[src/rtl/probe_sequencer.sv]
`default_nettype none
// ============================================================================
// Module   : probe_sequencer
// Purpose  : Per-trigger shot sequencer for four ultrasonic channels. Each
//            enabled channel gets an A/B burst, a dead time and a sampled
//            window. Optional macro PROBE_SEQ_TESTPAT_EN replaces ADC data
//            with the in-window sample index.
// Revision : 1.0 - initial release
// ============================================================================
module probe_sequencer #(
    parameter int PULSE_W  = 8,
    parameter int DEAD_CYC = 16,
    parameter int SMP_CNT  = 256,
    parameter int SMP_DIV  = 4
) (
    input  logic        clk,
    input  logic        reset_n,
    input  logic        trig,
    input  logic [3:0]  ch_mask,
    input  logic [3:0]  half_per,
    input  logic [11:0] d_0x,
    input  logic [11:0] d_1x,
    input  logic [11:0] d_2x,
    input  logic [11:0] d_3x,
    output logic [3:0]  phase_a,
    output logic [3:0]  phase_b,
    output logic [3:0]  rx_en,
    output logic [3:0]  pdwn,
    output logic [15:0] smp_data,
    output logic        smp_last,
    output logic        smp_valid,
    input  logic        smp_ready,
    output logic        busy,
    output logic        done,
    output logic        ovr,
    output logic        trig_miss
);

    localparam logic [15:0] c_PW_LAST   = 16'(PULSE_W - 1);
    localparam logic [15:0] c_DEAD_LAST = 16'(DEAD_CYC - 1);
    localparam logic [15:0] c_DIV_LAST  = 16'(SMP_DIV - 1);
    localparam logic [11:0] c_SMP_LAST  = 12'(SMP_CNT - 1);

    typedef enum logic [2:0] {
        S_IDLE   = 3'd0,
        S_SELECT = 3'd1,
        S_PULSE  = 3'd2,
        S_DEAD   = 3'd3,
        S_ACQ    = 3'd4
    } state_t;

    state_t      r_state, w_state;
    logic [1:0]  r_ch, w_ch;
    logic [2:0]  r_ptr, w_ptr;
    logic [3:0]  r_mask, w_mask;
    logic [3:0]  r_hp, w_hp;
    logic [15:0] r_cnt, w_cnt;
    logic [3:0]  r_half, w_half;
    logic [11:0] r_smp, w_smp;
    logic        w_start, w_done, w_stb, w_miss;
    logic        w_sel_found;
    logic [1:0]  w_sel_ch;
    logic [11:0] w_adc, w_smp_field;
    logic [3:0]  w_oh;
    logic        w_active;
    logic        r_cap_vld, r_cap_last;
    logic [15:0] r_cap_data;

    // Descending scan so the lowest enabled channel at or above ptr wins.
    always_comb begin
        w_sel_found = 1'b0;
        w_sel_ch    = 2'd0;
        for (int i = 3; i >= 0; i--) begin
            if (r_mask[i] && (3'(i) >= r_ptr)) begin
                w_sel_found = 1'b1;
                w_sel_ch    = 2'(i);
            end
        end
    end

    always_comb begin
        w_state = r_state;
        w_ch    = r_ch;
        w_ptr   = r_ptr;
        w_mask  = r_mask;
        w_hp    = r_hp;
        w_cnt   = r_cnt;
        w_half  = r_half;
        w_smp   = r_smp;
        w_start = 1'b0;
        w_done  = 1'b0;
        w_stb   = 1'b0;
        w_miss  = trig && (r_state != S_IDLE);
        case (r_state)
            S_IDLE: begin
                if (trig && (ch_mask != 4'h0)) begin
                    w_start = 1'b1;
                    w_mask  = ch_mask;
                    w_hp    = half_per;
                    w_ptr   = 3'd0;
                    w_state = S_SELECT;
                end
            end
            S_SELECT: begin
                w_cnt  = '0;
                w_half = '0;
                w_smp  = '0;
                if (w_sel_found) begin
                    w_ch    = w_sel_ch;
                    w_state = (r_hp == 4'd0) ? S_DEAD : S_PULSE;
                end else begin
                    w_state = S_IDLE;
                    w_done  = 1'b1;
                end
            end
            S_PULSE: begin
                if (r_cnt == c_PW_LAST) begin
                    w_cnt = '0;
                    if (r_half == (r_hp - 4'd1)) begin
                        w_state = S_DEAD;
                    end else begin
                        w_half = r_half + 4'd1;
                    end
                end else begin
                    w_cnt = r_cnt + 16'd1;
                end
            end
            S_DEAD: begin
                if (r_cnt == c_DEAD_LAST) begin
                    w_cnt   = '0;
                    w_state = S_ACQ;
                    w_stb   = 1'b1;
                end else begin
                    w_cnt = r_cnt + 16'd1;
                end
            end
            S_ACQ: begin
                if (r_cnt == c_DIV_LAST) begin
                    w_cnt = '0;
                    if (r_smp == c_SMP_LAST) begin
                        w_state = S_SELECT;
                        w_ptr   = {1'b0, r_ch} + 3'd1;
                    end else begin
                        w_smp = r_smp + 12'd1;
                        w_stb = 1'b1;
                    end
                end else begin
                    w_cnt = r_cnt + 16'd1;
                end
            end
            default: w_state = S_IDLE;
        endcase
    end

    always_comb begin
        case (w_ch)
            2'd0:    w_adc = d_0x;
            2'd1:    w_adc = d_1x;
            2'd2:    w_adc = d_2x;
            default: w_adc = d_3x;
        endcase
    end

`ifdef PROBE_SEQ_TESTPAT_EN
    logic w_unused_adc;
    assign w_unused_adc = ^w_adc;
    assign w_smp_field  = w_smp;
`else
    assign w_smp_field  = w_adc;
`endif

    assign w_oh     = 4'b0001 << w_ch;
    assign w_active = (w_state == S_PULSE) || (w_state == S_DEAD) || (w_state == S_ACQ);

    always_ff @(posedge clk or negedge reset_n) begin
        if (!reset_n) begin
            r_state <= S_IDLE;
            r_ch    <= 2'd0;
            r_ptr   <= 3'd0;
            r_mask  <= 4'h0;
            r_hp    <= 4'h0;
            r_cnt   <= '0;
            r_half  <= '0;
            r_smp   <= '0;
        end else begin
            r_state <= w_state;
            r_ch    <= w_ch;
            r_ptr   <= w_ptr;
            r_mask  <= w_mask;
            r_hp    <= w_hp;
            r_cnt   <= w_cnt;
            r_half  <= w_half;
            r_smp   <= w_smp;
        end
    end

    // Outputs are registered from next-state so they line up with the state they describe.
    always_ff @(posedge clk or negedge reset_n) begin
        if (!reset_n) begin
            phase_a    <= 4'h0;
            phase_b    <= 4'h0;
            rx_en      <= 4'h0;
            pdwn       <= 4'hF;
            busy       <= 1'b0;
            done       <= 1'b0;
            r_cap_vld  <= 1'b0;
            r_cap_last <= 1'b0;
            r_cap_data <= 16'h0;
            smp_data   <= 16'h0;
            smp_last   <= 1'b0;
            smp_valid  <= 1'b0;
            ovr        <= 1'b0;
            trig_miss  <= 1'b0;
        end else begin
            phase_a   <= ((w_state == S_PULSE) && !w_half[0]) ? w_oh : 4'h0;
            phase_b   <= ((w_state == S_PULSE) &&  w_half[0]) ? w_oh : 4'h0;
            rx_en     <= w_active ? w_oh : 4'h0;
            pdwn      <= w_active ? ~w_oh : 4'hF;
            busy      <= (w_state != S_IDLE);
            done      <= w_done;
            r_cap_vld <= w_stb;
            if (w_stb) begin
                r_cap_data <= {w_ch, 2'b00, w_smp_field};
                r_cap_last <= (w_smp == c_SMP_LAST);
            end
            if (r_cap_vld) begin
                smp_data  <= r_cap_data;
                smp_last  <= r_cap_last;
                smp_valid <= 1'b1;
            end else if (smp_ready) begin
                smp_valid <= 1'b0;
            end
            ovr       <= (ovr & ~w_start) | (r_cap_vld & smp_valid & ~smp_ready);
            trig_miss <= (trig_miss & ~w_start) | w_miss;
        end
    end

endmodule
`default_nettype wire

[config.mk]
export PLATFORM = sky130hd
export DESIGN_NAME = probe_sequencer
export DESIGN_NICKNAME = d
export VERILOG_FILES = /design/src/rtl/probe_sequencer.sv
export SDC_FILE = /design/constraint.sdc
export NUM_CORES = 1
export LEC_CHECK = 0
export ABC_AREA = 1
export BUFFER_PORTS_ARGS = -buffer_cell sky130_fd_sc_hd__buf_2
export CELL_PAD_IN_SITES_DETAIL_PLACEMENT = 0
export CELL_PAD_IN_SITES_GLOBAL_PLACEMENT = 2
export CORE_MARGIN = 5
export CORE_UTILIZATION = 34
export CTS_CLUSTER_DIAMETER = 60
export DETAILED_ROUTE_END_ITERATION = 10
export HOLD_SLACK_MARGIN = 0.08
export PLACE_DENSITY_LB_ADDON = 0.1
export SLEW_MARGIN = 20
export SYNTH_ARGS = -nofsm -noshare
export SYNTH_HDL_FRONTEND = slang
export SYNTH_SLANG_ARGS = --single-unit
[constraint.sdc]
create_clock -name clk -period 4.7 [get_ports clk]
set_clock_uncertainty 0.05 [all_clocks]
set_input_delay 0.705 -clock clk [delete_from_list [all_inputs] [get_ports clk]]
set_output_delay 0.705 -clock clk [all_outputs]
set_load 0.005 [all_outputs]
Word-level counts from Yosys, hierarchy flattened
Index checks and enable logic that the tools add are counted.

Shifts and indexed selects: 1. Magnitude comparators: 4. Bitwise logic cells: 9. Mux-type cells: 48. Equal/unequal tests: 20. Reductions and logical operators: 24. $add $sub $neg: 5.

Operators by type and width (number): 16-bit case mux with 4 select lines (1); 16-bit two-way mux (3); 12-bit case mux with 3 select lines (1); 3-bit two-way mux (9); 12-bit by 8-bit equality test with 1-bit output (second input constant) (2); 12-bit two-way mux (2); 4-bit two-way mux (6); 12-bit case mux with 2 select lines (1); 16-bit by 1-bit adder with 16-bit output (second input constant) (1); 16-bit by 2-bit equality test with 1-bit output (second input constant) (1); 16-bit by 3-bit equality test with 1-bit output (second input constant) (1); 16-bit by 4-bit equality test with 1-bit output (second input constant) (1); 3-bit case mux with 5 select lines (1); 1-bit two-way mux (14); 2-bit two-way mux (7); 12-bit by 1-bit adder with 12-bit output (second input constant) (1); 3-bit by 2-bit equality test with 1-bit output (second input constant) (4); 2-bit inequality test (second input constant) (5); 1-bit logical AND (8); 4-bit case mux with 2 select lines (1); 4-bit nonzero test (2); 3-bit equality test (second input constant) (2); 1-bit by 3-bit >= comparator with 1-bit output (first input constant) (2); 2-bit by 3-bit >= comparator with 1-bit output (first input constant) (2); other kinds (24) (33).

Logic and storage cells: 134. Flip-flop bits (word level): 100.

Depth between registers and ports, before layout
Word-level depth: 12. Mapped depth: 15. Mapped depth without buffers: 15.

Worst setup path before layout
No wires, ideal clock.

Path kind: input port to flip-flop. Start point: in ch_mask[2]. End point: reg r_ptr[1]. Arrival: 1715 ps. Path buffers: 1. Setup time: 129 ps. Cell stages on the path: 8. Setup slack: 2807 ps. Path through: inv_1 nand4_1 nand4_1 inv_1 buf_2 or2_0 nand3_1 o21ai_0.

Cells in the longest elaborated chain, start to end: 4.

RTL lines: start, declared (line 19) `input logic [3:0] ch_mask,`; 4-bit nonzero test (line 96) `if (trig && (ch_mask != 4'h0)) begin`; 1-bit logical AND (line 96); 2-bit inequality test (no line); 4-bit AND reduction (no line); end signal, assigned (line 188) `r_ptr <= w_ptr;`; end, declared (line 54) `logic [2:0] r_ptr, w_ptr;`.

No other way between the ends. A chain may end at the register's enable or synchronous reset.

Final worst setup path
Start point: reg r_state[2]. End point: reg r_cap_data[3].

Cells in the longest elaborated chain, start to end: 4. Elaborated cells on any way between the ends: 9.

RTL lines: start, declared (line 52) `state_t r_state, w_state;`; start signal, assigned (line 186) `r_state <= w_state;`; 3-bit by 1-bit equality test with 1-bit output (line 94) `case (r_state)`; 2-bit two-way mux (line 94); 2-bit equality test (tied with other cells) (line 156) `case (w_ch)`; 12-bit case mux with 3 select lines (line 156); end signal, assigned (line 223) `r_cap_data <= {w_ch, 2'b00, w_smp_field};`; end, declared (line 67) `logic [15:0] r_cap_data;`.

Several ways; a longest one is shown, not always the timed one.

==> flow_summary.yaml <==
outcome:
  run_status: "complete, no violations"
logic_synthesis:
  synth_top_family_by_area: "simple AND/OR/NAND/NOR gates"
  yosys.area.top_type: "dfrtp_1"
  seq_area_frac_synth_pct: 47.7
  synth.cell_area_mm2: 0.00525
  ys_warn_count: 0
  synth_compound_area_share_pct: 7.84
  synth_area_per_cell_um2: 7.73
  yosysMostFrequentCell: "nand2_1"
  synthMuxAreaShare_pct: 0
  synth_cells: 679
  async_flop_share_pct: 100
  synth_top_area_share_pct: 45.7
  synth-main-ff-cell: "dfrtp_1"
  synth_adder_area_share_pct: 1.19
  yosys.area_share.simple_pct: 32.8
  synth_xor_area_share_pct: 1.83
  synth_cell_type_count: 42
  ys_seq_elements: 100
  synth.area.top_cells: "dfrtp_1 46%, nand2_1 15%, inv_1 5.7%"
  synth-edff-count: 0
  synth_common_cells: "208 x nand2_1, 96 x dfrtp_1, 80 x inv_1, 59 x nor2_1, 45 x nand3_1"
worst_setup_path:
  reg2regPathDepth: 11
  crit_chain: "inv_2 > nand3_2 > inv_2 > nand2_1 > nand2_1 > nand2_2 > nor2_2 > nand2_1 > nand3_1 > nand2_1 > nand2_1"
  crit_top_cell: "nand2_1"
  worstPathRequired_ps: 4940
  max_stage_delay_ps: 500
  cp_slowest_cell: "nor2_2"
  criticalPathCategory: "flop to flop"
  cp.arrival_ps: 2710
  end_kind: "flop"
  crit_fanout: 17
  start_kind: "flop"
global_routing:
  grt_pass1_wl_um: 23600
  grt_pass1_vias: 4507
  grt.total_usage_pct: 16.5
  grt_start_max_net_pins: 68
  gr-total-overflow: 0
  antenna_found_initial: 0
floorplan:
  ios: 98
  rows: 45
  die_h_um: 134
  coreArea_mm2: 0.0152
  initial_core_util_pct: 34.5
  die_w_um: 134
  die_area_mm2: 0.0180
drt:
  via_count: 4550
  dr.pass1.iters: 5
  route.detailed.drc: 0
  wl_per_cell_um: 14.9
  drt-initial-drc-count: 233
  vias_per_cell: 4.72
  ant_nets: 0
  routed_wl_um: 14400
sta:
  finalSetupTns_ps: 0
  fin_hold_ws_ps: 395
  post-route-period-util_pct: 52.7
  finalHoldViolCount: 0
  period_minus_slack_ps: 2480
  fmax_ghz: 0.404
  worstMarginPinSlew_ps: 894
  setup-violations-final: 0
  relSlewSlack_pct: 40.4
  worst_slack_ps: 2220
  drv_slew: 0
  rsz0062_at_grt: "false"
finish:
  drive_gt1_share_pct: 21.3
  fill_cells: 1615
  instances_no_fill: 964
  area_growth_pct: 17.4
  fin_nets: 836
  diodes: 0
  fin_util_pct: 40.6
power_and_ir_drop:
  p_leak_nw: 3.25
  powerDensity_mw_per_mm2: 481
  irDropWorstVdd_uv: 226
min_path:
  min_path_type: "input pin to async pin"
clocking:
  cts_resized: 0
  clock-sinks: 100
  cts_buffers: 9
  ctsHtreeMaxLevel: 3
  tritoncts: "yes"
  path_clk_slew_ps: 80
  ctsHoldBuffers: 0
  insertion_delay_ps: 350
  cts_buffer_depth: 2
  cts_setup_buffers: 0
  clock-root-buffer: "clkbuf_16"
place:
  hpwl_um: 11100
  dp_cells: 948
  place_congestion: 0.845
  numPortBuffers: 95
  dp_slack_ps: 2040
flow_run:
  drv_cap: 0
cells in the final DEF, fill, tap and decap left out, types with 3 or more instances in the layout:
cell type,instances
nor2_4,3
nand2_2,11
nor3_1,10
xor2_1,6
dfrtp_1,96
buf_2,94
xnor2_1,5
nor2_1,59
clkbuf_16,9
nand4_1,14
inv_8,3
a21oi_1,12
nand2_1,208
nand3_2,4
and3_1,3
ha_1,5
nand3_1,45
inv_1,80
o21ai_1,10
nor2_2,11
inv_2,10
nor3_2,5
dfstp_2,4
o21ai_0,42
kinds of logic (layout without fill, tap and decap cells):
group / count (synthesis) / count (layout)
compound gates: 76 / 76
xor+xnor: 11 / 11
fa+ha+maj: 5 / 5
buf+inv: 107 / 203
flops: 100 / 100
other cells: 1 / 2
simple gates: 379 / 379
report_power, final:
part           switching [mW]  internal (mW)  leakage, nW
clock                   0.371          0.375        0.142
combinational           0.779          0.336         1.83
sequential             0.0921           1.01         1.29
total                    1.24           1.73         3.25
worst max-delay path: cells and delay by family, from the launching register on:
| family | cells | cell delay, ps |
|---|---|---|
| simple gates | 9 | 1580 |
| buf+inv | 2 | 350 |
| flops | 1 | 420 |
per-stage QoR:
step	total power [mW]	instance area (um2)
after global placement	2.26	5870
after detailed placement	2.26	5870
after CTS	3.02	6160
after global routing	3.21	6160
final	2.97	6160
after floorplan	1.89	5260
path summary, 6_finish.rpt:
check	startpoint	end	slack, ps
worst max register to register	r_state[2]	r_cap_data[3]	2220
worst max-delay path	r_state[2]	r_cap_data[3]	2220
max in group asynchronous	reset_n	smp_data[5]	3240
min in group clk	smp_data[5]	smp_data[5]	420
worst min register to register	smp_data[5]	smp_data[5]	420
worst min-delay path	reset_n	r_smp[5]	400
layer usage:
metal	track usage, %	wire length (um)
met1	22.9	6810
met2	26.1	6770
met3	2.48	502
met4	5.83	302
met5	0	0
layout make-up:
cell class	instances	area [um2]	share of cell area, %
Sequential cell	100	2510	40.7
Multi-Input combinational cell	473	2300	37.3
Timing Repair Buffer	96	485	7.87
Inverter	91	342	5.54
Tap cell	188	235	3.82
Clock buffer	9	225	3.65
Clock inverter	7	67.6	1.10
registers in the layout, summed over array words and instances (netlist names), 2 cells and up:
signal      flops
smp_data       14
r_mask          4
rx_en           4
r_hp            4
r_half          4
r_state         3
r_cap_data     14
r_smp          12
r_cnt          16
pdwn            4
r_ch            2
r_ptr           3
phase_a         4
phase_b         4
Power figures use the tool's default switching activity.
